## src/rtl/word_bus_arbiter_pkg.sv

```systemverilog
// rtl/word_bus_arbiter_pkg.sv - shared types and constants for the word bus arbiter
//
// Holds the arbiter state encoding and the bus geometry used by the top level
// and by the data-select mux.

package word_bus_arbiter_pkg;

    // Number of requesters sharing the bus and the width of one bus word.
    localparam int NUM_REQ = 4;
    localparam int WORD_W  = 32;

    // Width of a requester index and of the BUSY-cycle counter.
    localparam int ID_W  = 2;
    localparam int CNT_W = 8;

    // Arbiter state encoding: IDLE = 0, BUSY = 1.
    typedef enum logic {
        IDLE = 1'b0,
        BUSY = 1'b1
    } arb_state_t;

endpackage : word_bus_arbiter_pkg

```

## src/rtl/four_word_mux.sv

```systemverilog
// rtl/four_word_mux.sv - four-input word selector for the shared bus
//
// Ports:
//   sel        - binary index of the word to forward
//   d0..d3     - candidate words
//   y          - selected word (purely combinational)

module four_word_mux
    import word_bus_arbiter_pkg::*;
(
    input  logic [ID_W-1:0]   sel,
    input  logic [WORD_W-1:0] d0,
    input  logic [WORD_W-1:0] d1,
    input  logic [WORD_W-1:0] d2,
    input  logic [WORD_W-1:0] d3,
    output logic [WORD_W-1:0] y
);

    always_comb begin
        y = d0;
        case (sel)
            2'd0:    y = d0;
            2'd1:    y = d1;
            2'd2:    y = d2;
            2'd3:    y = d3;
            default: y = d0;
        endcase
    end

endmodule : four_word_mux

```

## src/rtl/word_bus_arbiter.sv

```systemverilog
// rtl/word_bus_arbiter.sv - four-requester round-robin arbiter for a shared word bus
//
// Ports:
//   clk        - single clock, rising edge
//   reset      - asynchronous, active-high
//   req        - per-requester level request, held until its transfer ends
//   data0..3   - per-requester write words
//   ack        - single-cycle completion pulse from the bus target
//   grant      - registered one-hot grant
//   gnt_id     - registered binary index of the granted requester (holds in IDLE)
//   bus_valid  - high while a grant is active
//   bus_data   - word of the granted requester, 0 when no grant is active
//   timeout    - one-cycle pulse after a forced release
//
// Parameter:
//   TIMEOUT    - BUSY cycles without ack before the grant is forcibly released (1..255)

module word_bus_arbiter
    import word_bus_arbiter_pkg::*;
#(
    parameter int TIMEOUT = 15
) (
    input  logic                 clk,
    input  logic                 reset,
    input  logic [NUM_REQ-1:0]   req,
    input  logic [WORD_W-1:0]    data0,
    input  logic [WORD_W-1:0]    data1,
    input  logic [WORD_W-1:0]    data2,
    input  logic [WORD_W-1:0]    data3,
    input  logic                 ack,
    output logic [NUM_REQ-1:0]   grant,
    output logic [ID_W-1:0]      gnt_id,
    output logic                 bus_valid,
    output logic [WORD_W-1:0]    bus_data,
    output logic                 timeout
);

    // The counter holds the number of completed BUSY cycles; release is
    // forced at the edge that ends the TIMEOUT-th BUSY cycle.
    localparam logic [CNT_W-1:0] CNT_LAST = CNT_W'(TIMEOUT - 1);

    arb_state_t           state_q,   state_d;
    logic [NUM_REQ-1:0]   grant_q,   grant_d;
    logic [ID_W-1:0]      gnt_id_q,  gnt_id_d;
    logic [ID_W-1:0]      ptr_q,     ptr_d;
    logic [CNT_W-1:0]     cnt_q,     cnt_d;
    logic                 timeout_q, timeout_d;

    logic [ID_W-1:0]      pick_id;
    logic [WORD_W-1:0]    mux_word;

    // Round-robin search: first set request bit at or above ptr, wrapping
    // modulo 4. Scanning offsets from highest to lowest lets the smallest
    // offset overwrite the result last.
    always_comb begin
        pick_id = ptr_q;
        for (int k = NUM_REQ - 1; k >= 0; k--) begin
            if (req[ptr_q + ID_W'(k)]) begin
                pick_id = ptr_q + ID_W'(k);
            end
        end
    end

    // Next-state and registered-output logic.
    always_comb begin
        state_d   = state_q;
        grant_d   = grant_q;
        gnt_id_d  = gnt_id_q;
        ptr_d     = ptr_q;
        cnt_d     = cnt_q;
        timeout_d = 1'b0;

        case (state_q)
            IDLE: begin
                // Any release lands here for at least one cycle, so a new
                // grant can never follow a release back-to-back.
                if (|req) begin
                    state_d  = BUSY;
                    grant_d  = NUM_REQ'(1) << pick_id;
                    gnt_id_d = pick_id;
                    cnt_d    = '0;
                end
            end

            BUSY: begin
                // Ack outranks both an abort and an expiring counter; an abort
                // never produces a timeout pulse.
                if (ack || !req[gnt_id_q] || (cnt_q == CNT_LAST)) begin
                    state_d   = IDLE;
                    grant_d   = '0;
                    ptr_d     = gnt_id_q + ID_W'(1);
                    cnt_d     = '0;
                    timeout_d = !ack && req[gnt_id_q];
                end else begin
                    cnt_d = cnt_q + CNT_W'(1);
                end
            end

            default: begin
                state_d = IDLE;
                grant_d = '0;
                cnt_d   = '0;
            end
        endcase
    end

    always_ff @(posedge clk or posedge reset) begin
        if (reset) begin
            state_q   <= IDLE;
            grant_q   <= '0;
            gnt_id_q  <= '0;
            ptr_q     <= '0;
            cnt_q     <= '0;
            timeout_q <= 1'b0;
        end else begin
            state_q   <= state_d;
            grant_q   <= grant_d;
            gnt_id_q  <= gnt_id_d;
            ptr_q     <= ptr_d;
            cnt_q     <= cnt_d;
            timeout_q <= timeout_d;
        end
    end

    four_word_mux u_mux (
        .sel (gnt_id_q),
        .d0  (data0),
        .d1  (data1),
        .d2  (data2),
        .d3  (data3),
        .y   (mux_word)
    );

    // bus_valid follows the registered state, so an asynchronous reset
    // clears it and bus_data without waiting for a clock edge.
    assign bus_valid = (state_q == BUSY);
    assign bus_data  = bus_valid ? mux_word : '0;
    assign grant     = grant_q;
    assign gnt_id    = gnt_id_q;
    assign timeout   = timeout_q;

endmodule : word_bus_arbiter

```

## config.mk

```make
export PLATFORM = sky130hd
export DESIGN_NAME = word_bus_arbiter
export DESIGN_NICKNAME = d
export VERILOG_FILES = /design/src/rtl/word_bus_arbiter_pkg.sv /design/src/rtl/four_word_mux.sv /design/src/rtl/word_bus_arbiter.sv
export SDC_FILE = /design/constraint.sdc
export NUM_CORES = 1
export LEC_CHECK = 0
export CORE_AREA = 2 2 67 69
export DETAILED_ROUTE_END_ITERATION = 16
export DIE_AREA = 0 0 69 71
export DONT_BUFFER_PORTS = 1
export PLACE_DENSITY = 0.58
export SKIP_CTS_REPAIR_TIMING = 1
export SLEW_MARGIN = 40
export SYNTH_ARGS = -nofsm -noshare
export SYNTH_HDL_FRONTEND = slang
export SYNTH_SLANG_ARGS = --single-unit
```

## constraint.sdc

```tcl
create_clock -name clk -period 2 [get_ports clk]
set_clock_uncertainty 0.15 [all_clocks]
set_input_delay 0.3 -clock clk [delete_from_list [all_inputs] [get_ports clk]]
set_output_delay 0.3 -clock clk [all_outputs]
set_load 0.01 [all_outputs]
```

-- Word level (Yosys, flattened, before mapping)
Cells that the tools add are included.
- $add $sub $neg: 5
- magnitude comparators: 5
- equality and inequality tests: 6
- shift operators: 1
- muxes and demuxes: 27
- bitwise gates (word level): 1
- reductions and logical operators: 10
- operator list (kind ; number):
    case mux 32 bit (4 select lines) ; 1
    2-to-1 mux 32 bit ; 1
    2-to-1 mux 8 bit ; 2
    case mux 8 bit (2 select lines) ; 1
    less-than comparator 2 x 3 -> 1 bit (second input constant) ; 5
    binary-select mux 1 bit (select 2 bit) ; 5
    2-to-1 mux 1 bit ; 9
    adder 8 x 1 -> 8 bit (second input constant) ; 1
    == test 8 x 4 -> 1 bit (second input constant) ; 1
    2-to-1 mux 2 bit ; 4
    2-to-1 mux 4 bit ; 2
    case mux 4 bit (2 select lines) ; 1
    AND reduction 2 bit ; 3
    adder 2 x 1 -> 2 bit (second input constant) ; 2
    adder 2 bit (second input constant) ; 2
    == test 2 bit (second input constant) ; 2
    OR reduction 4 bit ; 1
    << shifter 1 x 2 -> 4 bit (first input constant) ; 1
    == test 2 x 1 -> 1 bit (second input constant) ; 1
    logical NOT 1 bit ; 2
    logical NOT 2 bit ; 1
    logical OR 1 bit ; 2
    inequality test 2 x 1 -> 1 bit (second input constant) ; 1
    inequality test 2 bit (second input constant) ; 1
    other kinds (3) ; 3
- register bits after elaboration: 18
- input port bits: 135

-- Longest topological paths before layout
Gate-level depths: netlist of the first run.
- depth after elaboration: 10
- depth in mapped cells: 7

-- Hierarchy
Synthesis of the first run repeated with hierarchy kept, for this count alone.
- cell total of the unflattened synthesis: 179
- area total of the unflattened synthesis: 2034.5 sq um
- modules (own cells, without submodules) (module ; times used ; cells an instance ; area each (sq um) ; sequential area each (sq um)):
    word_bus_arbiter ; 1 ; 140 ; 1219.9 ; 450.4
    four_word_mux ; 1 ; 39 ; 814.5 ; 0.0

-- Worst setup path before layout of the first run
No wires, ideal clock.
- path kind: register -> output
- start point: register gnt_id_q[0] (netlist: gnt_id[0])
- end point: output bus_data[30]
- arrival: 1.575 ns
- required time: 1.550 ns
- slack: -0.025 ns
- cell stages (with the launch flop): 8
- cell sequence: dfrtp_1 inv_1 ha_1 clkbuf_1 a222oi_1 nor2_1 a21oi_1 nor2_1
- longest elaborated chain between the ends: 3
- elaborated cells between the ends (all ways): 6
- those cells by class: 3 x eq/ne; 2 x mux; 1 x reduce/logical
- RTL lines (item ; RTL line ; source):
    start: declaration ; word_bus_arbiter.sv:44 ; logic [ID_W-1:0] gnt_id_q, gnt_id_d;
    start signal: assignment ; word_bus_arbiter.sv:118 ; gnt_id_q <= gnt_id_d;
    == test 2 bit, or another cell as far along ; four_word_mux.sv:21 ; case (sel)
    case mux 32 bit (4 select lines) * ; four_word_mux.sv:21 ;
    2-to-1 mux 32 bit * ; word_bus_arbiter.sv:137 ; assign bus_data = bus_valid ? mux_word : '0;
    end: declaration ; word_bus_arbiter.sv:34 ; output logic [WORD_W-1:0] bus_data,
Mark *: on every way between the ends. The rest lies on a longest branch, timed or not.

-- Worst setup path after layout of the first run
- start point: register gnt_id_q[1] (netlist: gnt_id[1])
- end point: output bus_data[1]
The elaborated chain is that of the path after synthesis.

==> impl_metrics.toml, run 1 <==
[sta]
fmax_ghz = 0.456
rsz0062_at_grt = "yes"
hold_viol_final = 0
fin_crit_ps = 2190
worst_slack_ps = -194
tightestPinTransition_ps = 688
slew_headroom_pct = 54.1
finalCritPeriodShare_pct = 110
worst_hold_slack_ps = 238
maxSlewViolCount = 0
setup_viol = 32

[power_and_ir_drop]
power.leakage_nw = 0.975
peakVddDrop_v = 0.000682
p_per_area_nw_per_um2 = 1710

[clock_tree]
clock_latency_ps = 260
cts-root-buf = "clkbuf_8"
cts.path.max_buffers = 2
ctsHtreeMaxLevel = 1
numCtsBuffers = 3
cts_tree = "done"
cts.sinks = 18
clk_pin_slew_worst_paths_ps = 70

[yosys]
yosys.area.top_type = "dfrtp_1"
seq_area_frac_synth_pct = 24.4
synthTopCellsByArea = "dfrtp_1 24%, a222oi_1 17%, nor2_1 14%"
synthSimpleGateAreaFrac_pct = 23.5
synth.cell_area_um2 = 1850
synth_xor_area_share_pct = 0
netlist_top_cells_count = "70 x nor2_1, 33 x a21oi_1, 32 x a222oi_1"
synth_compound_area_share_pct = 38.4
synth.distinct_cells = 38
synth_top_family_by_area = "compound AO/OA/AOI/OAI gates"
synth_edf_count = 0
muxShareOfSynthArea_pct = 2.84
synth_seq_cells = 18
avgSynthCellArea_um2 = 7.17
synth.most_common_cell = "nor2_1"
synth_top_cell_area_share_pct = 24.4
synth-main-ff-cell = "dfrtp_1"
yosysWarnings = 0
netlist_instances = 258
synthAdderAreaFrac_pct = 4.06
syn-num-nets = 399
async_reset_ff_share_pct = 100

[route]
drtPass1Iterations = 7
via_per_inst = 6.63
drt_wl_total_um = 6760
dr_total_vias = 2207
drt_iter0_drc = 262
wl_per_cell_um = 20.3
ant_nets = 0
drc = 0

[floorplanning]
ioPinCount = 175
core_um2 = 4200
die_h_um = 71
initial_core_util_pct = 44.0
die_w_um = 69
core.rowCount = 24
die_area_um2 = 4900

[setup_path]
worstSetupStartpoint = "gnt_id[1]$_DFFE_PP0P_"
cp_max_fo = 7
cp.arrival_ps = 1740
cp.required_ps = 1550
worstReg2RegStart = "gnt_id[1]$_DFFE_PP0P_"
path_class = "flip-flop to output pin"
crit_path_start_kind = "flip-flop"
end_kind = "output pin"

[grt]
grt_pass1_wl_um = 9340
grt_max_degree = 19
antenna_found_initial = 0
grt_pass1_vias = 1791
grt_overflow_total = 0
grt.total_usage_pct = 23.7

[place]
dpl.hpwl_um = 5150
gp_congestion = 0.871
dp_slack_ps = -93.5
io_buffers = 0

[worst_hold_path]
hp-class = "input pin to flip-flop"
hp-start = "req[3]"

[layout]
post-route-util_pct = 55.7
drive_above_1_share_pct = 23.8
antenna_cells = 0
nets = 423
area_delta_synth_final_pct = 26.5

[run_status]
failed_checks = "negative setup slack"
status = "complete, but fails checks"

[run]
maxCapViolations = 0
-- layout make-up --
class / count / area [µm²]
fill: 416 / 1860
multi-input combinational: 208 / 1390
sequential: 18 / 453
timing repair buffer: 39 / 343
tap: 52 / 65.1
clock buffer: 4 / 45.0
inverter: 12 / 45.0
-- placed cells by master, fill, tap and decap left out, types with 3 or more instances in the layout --
cell type	n
a222oi_1	32
nor3_1	3
o21ai_0	7
a21oi_2	4
nor2b_1	3
buf_6	6
a21oi_1	29
o22ai_1	4
nor2_2	5
a31oi_1	7
clkbuf_8	3
nand3_1	6
nor2_1	65
nand2_1	7
buf_4	30
mux2i_1	3
inv_1	9
ha_4	4
dfrtp_1	16
-- registers in the layout, summed over array words and instances, names as in the netlist --
signal	flops
gnt_id	2
bus_valid	1
cnt_q	8
timeout	1
ptr_q	2
grant	4
-- worst paths after layout --
kind | to | slack [ps] | cells after the start
worst max-delay path | bus_data[1] | -190 | 7
worst min-delay path | grant[0]$_DFFE_PP0P_ | 240 | 3
worst max register to register | cnt_q[2]$_DFFE_PP0P_ | 0 | 7
worst min register to register | cnt_q[1]$_DFFE_PP0P_ | 390 | 2
max in group asynchronous | gnt_id[1]$_DFFE_PP0P_ | 790 | 2
min in group asynchronous | grant[1]$_DFFE_PP0P_ | 430 | 2
-- stage by stage --
step / cells / power, mW / instance area, µm² / setup TNS (ps)
after floorplan: 258 / 2.53 / 1850 / 0
after global placement: 323 / 3.27 / 2100 / -405
after detailed placement: 323 / 3.31 / 2100 / -1310
after CTS: 327 / 3.58 / 2140 / -10020
after global routing: 333 / 4.31 / 2340 / -8110
final: 333 / 4.00 / 2340 / -4970
-- layer usage --
layer / vias up / share of wire, % / GRT usage [%]
li1: 1038 / - / -
met1: 1023 / 40 / 33.7
met2: 129 / 46 / 34.4
met3: 17 / 11 / 7.26
met4: 0 / 2.3 / 7.41
met5: - / 0 / 0
-- cells by family after synthesis --
| kind of cell | Yosys count |
|---|---|
| flops | 18 |
| compound gates | 96 |
| mux | 5 |
| fa+ha+maj | 6 |
| simple gates | 101 |
| buf+inv | 32 |
-- power breakdown --
part	switching (mW)	total [mW]	leakage, nW	internal [mW]
Clock	0.123	0.265	0.0228	0.142
Sequential	0.168	0.637	0.235	0.469
Combinational	1.72	3.09	0.717	1.38
Total	2.01	4.00	0.975	1.99
-- critical path, cell delays in order (launching register included) --
cell      delay, ps
dfrtp_2         450
inv_2            80
ha_4            190
buf_4           140
a222oi_1        320
nor2_1           80
a21oi_1         130
nor2_1           90
Note: power is estimated with default switching activity, not from simulation.
==> inputs of run 2 (changes only) <==
--- a/config.mk
+++ b/config.mk
@@ -11,7 +11,6 @@
 export DONT_BUFFER_PORTS = 1
 export PLACE_DENSITY = 0.58
 export SKIP_CTS_REPAIR_TIMING = 1
-export SLEW_MARGIN = 40
 export SYNTH_ARGS = -nofsm -noshare
 export SYNTH_HDL_FRONTEND = slang
 export SYNTH_SLANG_ARGS = --single-unit
==> results of run 2 <==
Final layout, timing and power as in run 1 (identical DEF).
==> inputs of run 3 (changes only) <==
--- a/config.mk
+++ b/config.mk
@@ -6,6 +6,7 @@
 export NUM_CORES = 1
 export LEC_CHECK = 0
 export CORE_AREA = 2 2 67 69
+export CTS_CLUSTER_SIZE = 12
 export DETAILED_ROUTE_END_ITERATION = 16
 export DIE_AREA = 0 0 69 71
 export DONT_BUFFER_PORTS = 1
==> results of run 3 <==
Final layout, timing and power as in run 1 (identical DEF).
